<file path="src/rtl/z_scheduler.sv">
// Z-row drain scheduler: turns engine row-ready events into a stream of
// chunk-sized write requests walking base + row*stride + iter*CHUNK_BYTES.
module z_scheduler #(
    parameter int unsigned BW         = 256,
    parameter int unsigned ELEM_BYTES = 4
) (
    input  logic        clk_i,
    input  logic        rst_ni,
    input  logic        clear_i,
    input  logic        start_i,
    input  logic [79:0] params_i,
    input  logic        row_valid_i,
    output logic        row_ready_o,
    output logic        req_valid_o,
    input  logic        req_ready_i,
    output logic [31:0] req_addr_o,
    output logic        req_last_o,
    output logic        busy_o,
    output logic        done_o
);

    localparam int unsigned CHUNK_BYTES = BW / 8;
    localparam int unsigned AW          = 32;
    localparam int unsigned CW          = 16;

    typedef enum logic [1:0] {
        IDLE     = 2'd0,
        WAIT_ROW = 2'd1,
        ISSUE    = 2'd2,
        DONE     = 2'd3
    } state_e;

    // Parameter fields, MSB first: base, y_columns, y_row_iters, x_rows
    logic [AW-1:0] p_base;
    logic [CW-1:0] p_ycols;
    logic [CW-1:0] p_iters;
    logic [CW-1:0] p_rows;

    assign p_base  = params_i[79:48];
    assign p_ycols = params_i[47:32];
    assign p_iters = params_i[31:16];
    assign p_rows  = params_i[15:0];

    state_e        state_q, state_d;
    logic [CW-1:0] iter_q, iter_d;
    logic [CW-1:0] row_q, row_d;
    logic [CW-1:0] iters_m1_q, iters_m1_d;
    logic [CW-1:0] rows_m1_q, rows_m1_d;
    logic [AW-1:0] addr_q, addr_d;
    logic [AW-1:0] row_base_q, row_base_d;
    logic [AW-1:0] stride_q, stride_d;
    logic          row_ready_q, row_ready_d;
    logic          req_valid_q, req_valid_d;
    logic          last_q, last_d;
    logic          busy_q, busy_d;
    logic          done_q, done_d;

    // State and datapath registers
    always_ff @(posedge clk_i or negedge rst_ni) begin
        if (!rst_ni) begin
            state_q     <= IDLE;
            iter_q      <= '0;
            row_q       <= '0;
            iters_m1_q  <= '0;
            rows_m1_q   <= '0;
            addr_q      <= '0;
            row_base_q  <= '0;
            stride_q    <= '0;
            row_ready_q <= 1'b0;
            req_valid_q <= 1'b0;
            last_q      <= 1'b0;
            busy_q      <= 1'b0;
            done_q      <= 1'b0;
        end else begin
            state_q     <= state_d;
            iter_q      <= iter_d;
            row_q       <= row_d;
            iters_m1_q  <= iters_m1_d;
            rows_m1_q   <= rows_m1_d;
            addr_q      <= addr_d;
            row_base_q  <= row_base_d;
            stride_q    <= stride_d;
            row_ready_q <= row_ready_d;
            req_valid_q <= req_valid_d;
            last_q      <= last_d;
            busy_q      <= busy_d;
            done_q      <= done_d;
        end
    end

    // Next-state, counters and running-address update
    always_comb begin
        state_d    = state_q;
        iter_d     = iter_q;
        row_d      = row_q;
        iters_m1_d = iters_m1_q;
        rows_m1_d  = rows_m1_q;
        addr_d     = addr_q;
        row_base_d = row_base_q;
        stride_d   = stride_q;

        unique case (state_q)
            IDLE: begin
                if (start_i) begin
                    stride_d   = AW'(32'(p_ycols) * 32'(ELEM_BYTES));
                    iters_m1_d = p_iters - CW'(1);
                    rows_m1_d  = p_rows - CW'(1);
                    row_base_d = p_base;
                    addr_d     = p_base;
                    iter_d     = '0;
                    row_d      = '0;
                    state_d    = (p_rows == '0 || p_iters == '0) ? DONE : WAIT_ROW;
                end
            end
            WAIT_ROW: begin
                if (row_valid_i && row_ready_q) begin
                    state_d = ISSUE;
                end
            end
            ISSUE: begin
                if (req_valid_q && req_ready_i) begin
                    if (iter_q != iters_m1_q) begin
                        iter_d = iter_q + CW'(1);
                        addr_d = addr_q + AW'(CHUNK_BYTES);
                    end else if (row_q != rows_m1_q) begin
                        row_d      = row_q + CW'(1);
                        row_base_d = row_base_q + stride_q;
                        addr_d     = row_base_q + stride_q;
                        iter_d     = '0;
                        state_d    = WAIT_ROW;
                    end else begin
                        state_d = DONE;
                    end
                end
            end
            DONE: begin
                state_d = IDLE;
            end
            default: begin
                state_d = IDLE;
            end
        endcase

        // Soft clear overrides everything, including a same-cycle handshake
        if (clear_i) begin
            state_d    = IDLE;
            iter_d     = '0;
            row_d      = '0;
            iters_m1_d = '0;
            rows_m1_d  = '0;
            addr_d     = '0;
            row_base_d = '0;
            stride_d   = '0;
        end
    end

    // Outputs are decoded from next state so they come straight off flops
    always_comb begin
        row_ready_d = (state_d == WAIT_ROW);
        req_valid_d = (state_d == ISSUE);
        busy_d      = (state_d != IDLE);
        done_d      = (state_d == DONE);
        last_d      = (state_d == ISSUE) && (iter_d == iters_m1_d) && (row_d == rows_m1_d);
    end

    assign row_ready_o = row_ready_q;
    assign req_valid_o = req_valid_q;
    assign req_addr_o  = addr_q;
    assign req_last_o  = last_q;
    assign busy_o      = busy_q;
    assign done_o      = done_q;

endmodule

</file>
<file path="config.mk">
export PLATFORM = sky130hd
export DESIGN_NAME = z_scheduler
export DESIGN_NICKNAME = d
export VERILOG_FILES = /design/src/rtl/z_scheduler.sv
export SDC_FILE = /design/constraint.sdc
export NUM_CORES = 1
export LEC_CHECK = 0
export CAP_MARGIN = 25
export CORE_MARGIN = 1
export CORE_UTILIZATION = 30
export DETAILED_ROUTE_END_ITERATION = 8
export GPL_ROUTABILITY_DRIVEN = 0
export PLACE_DENSITY_LB_ADDON = 0.1
export SLEW_MARGIN = 40
export SYNTH_ARGS = -nofsm -noshare
export SYNTH_HDL_FRONTEND = slang
export SYNTH_SLANG_ARGS = --single-unit
</file>
<file path="constraint.sdc">
create_clock -name clk_i -period 4.3 [get_ports clk_i]
set_input_delay 1.075 -clock clk_i [delete_from_list [all_inputs] [get_ports clk_i]]
set_output_delay 1.075 -clock clk_i [all_outputs]
set_load 0.05 [all_outputs]
</file>
### Word level (Yosys, flattened, before mapping)

Index checks and enable logic that the tools add are counted.

| cells by class | value |
|---|---|
| add/subtract/negate cells | 6 |
| equal/unequal tests | 15 |
| muxes and demuxes | 39 |
| reduce and logical (&&, ||, !) cells | 15 |

Operators with widths:

| kind | number |
|---|---|
| two-way mux 32 bit | 11 |
| two-way mux 16 bit | 16 |
| one-hot mux 32 bit (2 select lines) | 2 |
| one-hot mux 16 bit (2 select lines) | 2 |
| adder 16 x 1 -> 16 bit, second input constant | 2 |
| adder 32 bit | 1 |
| adder 32 x 6 -> 32 bit, second input constant | 1 |
| equality test 16 bit | 2 |
| zero test 16 bit | 2 |
| != test 16 bit | 2 |
| subtractor 16 x 1 -> 16 bit, second input constant | 2 |
| two-way mux 2 bit | 7 |
| != test 3 bit, second input constant | 4 |
| equality test 2 bit, second input constant | 4 |
| one-hot mux 2 bit (4 select lines) | 1 |
| nonzero test 2 bit | 3 |
| AND reduction 5 bit | 1 |
| equality test 2 x 1 -> 1 bit, second input constant | 2 |
| logical AND 1 bit | 4 |
| != test 4 bit, second input constant | 1 |
| AND reduction 4 bit | 1 |
| nonzero test 3 bit | 1 |
| zero test 2 bit | 1 |
| AND reduction 2 bit | 1 |
| logical OR 1 bit | 1 |

| word-level totals | value |
|---|---|
| flip-flop bits (word level) | 167 |
| bits of input ports | 86 |
| output and inout port bits | 37 |

### Longest topological paths before layout

Gate-level depths: netlist of the first run.

| depth | value |
|---|---|
| depth in word-level cells | 9 |
| mapped depth | 13 |
| depth with buffers taken out | 12 |

### Worst setup path before layout of the first run

Ideal clock, no wire load.

| path | value |
|---|---|
| path kind | input port to flip-flop |
| from | input params_i[0] |
| to | register last_q, in the netlist req_last_o |
| data arrival time | 3.549 ns |
| required time | 4.204 ns |
| setup slack | 0.656 ns |
| stages | 12 |
| path buffers | 0 |
| cells stage by stage | inv_1 -> ha_1 -> nor3b_2 -> nand2_1 -> xor2_1 -> a211o_1 -> a22o_1 -> a2111oi_0 -> o221ai_1 -> a2111oi_1 -> nand4_1 -> nor4_2 |

| on the way | value |
|---|---|
| word-level cells in the longest chain between the ends | 9 |
| elaborated cells on any way between the ends | 14 |
| those cells by class | add/sub (1); eq/ne (2); mux (7); reduce/logical (4) |

Ends and longest elaborated chain:

| item | RTL line | text |
|---|---|---|
| start: declaration | 11 | `input logic [79:0] params_i,` |
| branches (longest 8 deep; another with subtractor 16 x 1 -> 16 bit) | n/a |  |
| logical AND 1 bit * | 163 | `last_d = (state_d == ISSUE) && (iter_d == iters_m1_d) && (row_d == rows_m1_d);` |
| named net last_d | 54 | `logic last_q, last_d;` |
| end signal: assignment | 85 | `last_q <= last_d;` |
| end: declaration | 54 |  |

Mark *: on every way through the listed nets, which the timed path passes.
A chain may end at the register's enable or synchronous reset.

### Worst setup path after layout of the first run

| path | value |
|---|---|
| from | input params_i[17] |
| to | register last_q, in the netlist req_last_o |

| on the way | value |
|---|---|
| elaborated cells on any way between the ends | 14 |
| those cells by class | add/sub (1); eq/ne (2); mux (7); reduce/logical (4) |

RTL lines:

| item | RTL line | text |
|---|---|---|
| subtractor 16 x 1 -> 16 bit | 106 | `iters_m1_d = p_iters - CW'(1);` |
| two-way mux 16 bit | 104 | `if (start_i) begin` |
| two-way mux 16 bit | 102 | `unique case (state_q)` |
| two-way mux 16 bit | 145 | `if (clear_i) begin` |
| named net iters_m1_d[4] | 47 | `logic [CW-1:0] iters_m1_q, iters_m1_d;` |
| equality test 16 bit | 163 |  |
| logical AND 1 bit (2 in a row) | 163 |  |
| named net last_d | 54 |  |

The timed path passes the listed nets, and every way through them passes these cells.

==> flow_summary_export.csv, run 1 <==
group,metric,value,unit
clock_network,cts_tree,"done",
global_routing,grt_pass1_vias,10100,
routing,first_pass_iters,5,
clock_network,ctsLongestPathBuffers,2,
pwr,ir_drop,0.291,mV
global_routing,antenna_found_initial,0,
global_routing,grt_first_pass_wirelength,62.4,mm
routing,drt-total-wl,41.2,mm
worst_setup_path,critPathKind,"primary input to register",
global_routing,grtUsageTotal,22.7,%
routing,wl_met3,2.02,mm
timing,relSlewSlack,46.5,%
routing,vias,10500,
clock_network,cts_sinks,151,
clock_network,clockRootBuffer,"clkbuf_16",
pwr,totalPowerFinal,4.41,mW
final_layout,nets,1536,
worst_setup_path,cp-end-kind,"register",
worst_setup_path,worstPathMaxFanout,3,
yosys,yosys.area.top_type,"dfrtp_1",
floorplan,initial_core_util,30.7,%
pwr,total_leakage_power,5.57,nW
timing,period_share,90.5,%
worst_setup_path,start_kind,"primary input",
floorplan,fp.coreArea,34900,um2
yosys,synth_area,10700,um2
timing,layout_setup_ws,0.407,ns
clock_network,cts_setup_buffers,0,
worst_setup_path,reg2reg_depth,11,
yosys,synth_area_leaders,"dfrtp_1 35%, nand2_1 5.6%, xor2_1 5.1%",
yosys,async_reset_ff_share,100,%
global_routing,grt-ovfl-total,0,
routing,ant_nets,0,
yosys,yosysUniqueCellTypes,94,
timing,min_period,3.89,ns
routing,viasPerCell,5.53,
clock_network,clkSlewWorstSetupHoldPaths,0.07,ns
floorplan,die_w,191,um
hold_path,hold_path_end,"row_base_q[4]",
timing,setup-tns-final,0,ns
final_layout,diodes,0,
routing,drc,0,
routing,drt_iter0_markers,775,
final_layout,final_area,13300,um2
timing,worst_slew_pin_slew,0.800,ns
job,drv_cap,0,
timing,setup_viol,0,
yosys,avgSynthCellArea,8.34,um2
floorplan,ios,123,
timing,drv_slew,0,
yosys,syn_inst,1285,
yosys,syn-num-nets,1395,
hold_path,hold_start,"row_base_q[4]",
hold_path,min_path_type,"register to register",
worst_setup_path,r2r_end,"req_last_o",
yosys,ys.flop_type,"dfrtp_1",
worst_setup_path,r2r_start,"iter_q[3]",
worst_setup_path,cp_data_required_time,4.66,ns
routing,routedWlPerCell,21.7,um
routing,wl_met1,19.7,mm
floorplan,die_area,36500,um2
hold_path,holdPathStages,1,
global_routing,grt_max_degree,87,
timing,clock_skew,0.0139,ns
routing,top_layer_used,"met4",
timing,max_freq,257,MHz
clock_network,hold_buffers,0,
final_layout,area_growth,24.1,%
place,dpl_cell_area,12700,um2
timing,hold_viol,0,
final_layout,final_util,38.1,%
yosys,yosys_register_bits,151,
final_layout,fill_cells,3641,
yosys,yosysMostFrequentCell,"nand2_1",
clock_network,cts_made_buffers,17,
worst_setup_path,worstPathArrival,4.25,ns
place,pre_cts_ws,-0.0411,ns
floorplan,die_h,191,um
clock_network,cts_resized,0,
clock_network,worstSkewPairLatency,0.45,ns
place,dpl.hpwl,30.2,mm
clock_network,h-tree-depth,4,
routing,route.met2.wl,18.7,mm
timing,rsz0062_at_grt,"no",
yosys,synth_commonest_cells,"161 x nand2_1, 151 x dfrtp_1, 125 x nor2_1, 90 x a21oi_1, 87 x o21ai_0",
status,status,"finished clean",
yosys,ys_warn_count,0,
place,io_buffers,122,
final_layout,drive_gt1_share,10.6,%
pwr,power_density,332,nW/um2
yosys,synth_edf_count,0,
yosys,yosysTopAreaCellShare,35.3,%
worst_setup_path,r2r_slack,0.54,ns
floorplan,num_rows,68,
yosys,ys_seq_area_share,35.3,%
==> logic make-up (layout without fill, tap and decap cells) <==
kind of cell,count (synthesis),count (layout),share of synthesized area (%)
AO/OA/AOI/OAI,384,384,23.9
buffers and inverters,117,271,5.55
multiplexers,8,8,0.899
XOR/XNOR,110,110,8.99
AND/OR/NAND/NOR,491,491,22.5
adder cells (fa/ha/maj),24,24,2.87
flip-flops,151,151,35.3
==> critical path, cell delays in order <==
cell	delay [ns]
clkdlybuf4s50_1	0.42
inv_1	0.08
ha_1	0.18
nor3b_1	0.34
xnor2_1	0.19
a21boi_0	0.15
o311a_1	0.16
a41o_1	0.23
a2111oi_0	0.38
o221ai_1	0.20
a2111oi_1	0.37
nand4_1	0.19
nor4_2	0.28
==> per-stage QoR <==
stage | hold WS (ns) | cells
3_5_place_dp | 0.479 | 1862
3_3_place_gp | 0.467 | 1862
4_1_cts | 0.502 | 1894
6_report | 0.498 | 1894
5_1_grt | 0.513 | 1894
2_1_floorplan | 0.450 | 1285
==> state kept, by name, summed over array words and instances, names as in the netlist <==
name and flops:
iter_q 16, row_q 16, iters_m1_q 16, row_base_q 32
row_ready_o 1, stride_q 16, req_addr_o 32, req_last_o 1
busy_o 1, state_q 2, done_o 1, rows_m1_q 16
req_valid_o 1
==> metal layers <==
metal  GRT usage (%)  vias to the layer above
li1                -                     4966
met1            32.2                     5138
met2            35.7                      328
met3            3.05                       42
met4            6.25                        0
met5               0                        -
==> cell usage in the layout, fill, tap and decap left out, drive strengths merged, types with 6 or more instances in the layout <==
master           n
xor2            63
clkbuf          17
o21bai           6
or3              7
a21oi           90
clkinv           7
a211oi          30
o21a            11
nand2b           9
nand3           29
xnor2           47
inv             39
nand2          162
clkdlybuf4s50  120
ha              23
nand4           23
a22oi           12
o31ai           13
nor4            28
a22o             7
and3            19
nor3            35
a21o             9
o22ai           10
nor2           127
nor3b            6
o211ai          14
buf             86
and2            18
a221oi           7
a311oi           8
dfrtp          151
a31oi           17
a21boi           6
o21ai           91
==> how the worst max path moves through the flow <==
stage	from	endpoint	slack, ns	cells after the start
final	params_i[17]	req_last_o	0.41	13
after global routing	params_i[16]	req_last_o	0.18	13
after CTS	params_i[17]	req_last_o	0.41	13
after detailed placement	params_i[17]	req_last_o	-0.04	13
after global placement	params_i[0]	req_last_o	0.14	13
after floorplan	params_i[0]	req_last_o	0.66	12
==> power breakdown <==
part | internal [mW] | total [mW] | leakage [nW] | switching, mW
Sequential | 1.53 | 1.66 | 2.02 | 0.128
Combinational | 0.459 | 1.19 | 3.26 | 0.734
Clock | 0.822 | 1.56 | 0.287 | 0.737
==> area by class of cell <==
class	instances	area, um2	share of cell area [%]
clock inverters	15	165	1.24
well taps	455	569	4.28
repair buffers	206	1880	14.1
inverters	33	124	0.931
flip-flops and latches	151	3780	28.4
clock buffers	17	425	3.20
multi-input cells	1017	6360	47.8
Note: power is estimated with default switching activity, not from simulation.
==> run 2, diff against run 1 <==
--- a/config.mk
+++ b/config.mk
@@ -8,6 +8,7 @@
 export CAP_MARGIN = 25
 export CORE_MARGIN = 1
 export CORE_UTILIZATION = 30
+export CTS_BUF_LIST = sky130_fd_sc_hd__clkbuf_16
 export DETAILED_ROUTE_END_ITERATION = 8
 export GPL_ROUTABILITY_DRIVEN = 0
 export PLACE_DENSITY_LB_ADDON = 0.1
==> results of run 2 <==
No change in the layout: final DEF, timing and power equal those of run 1.
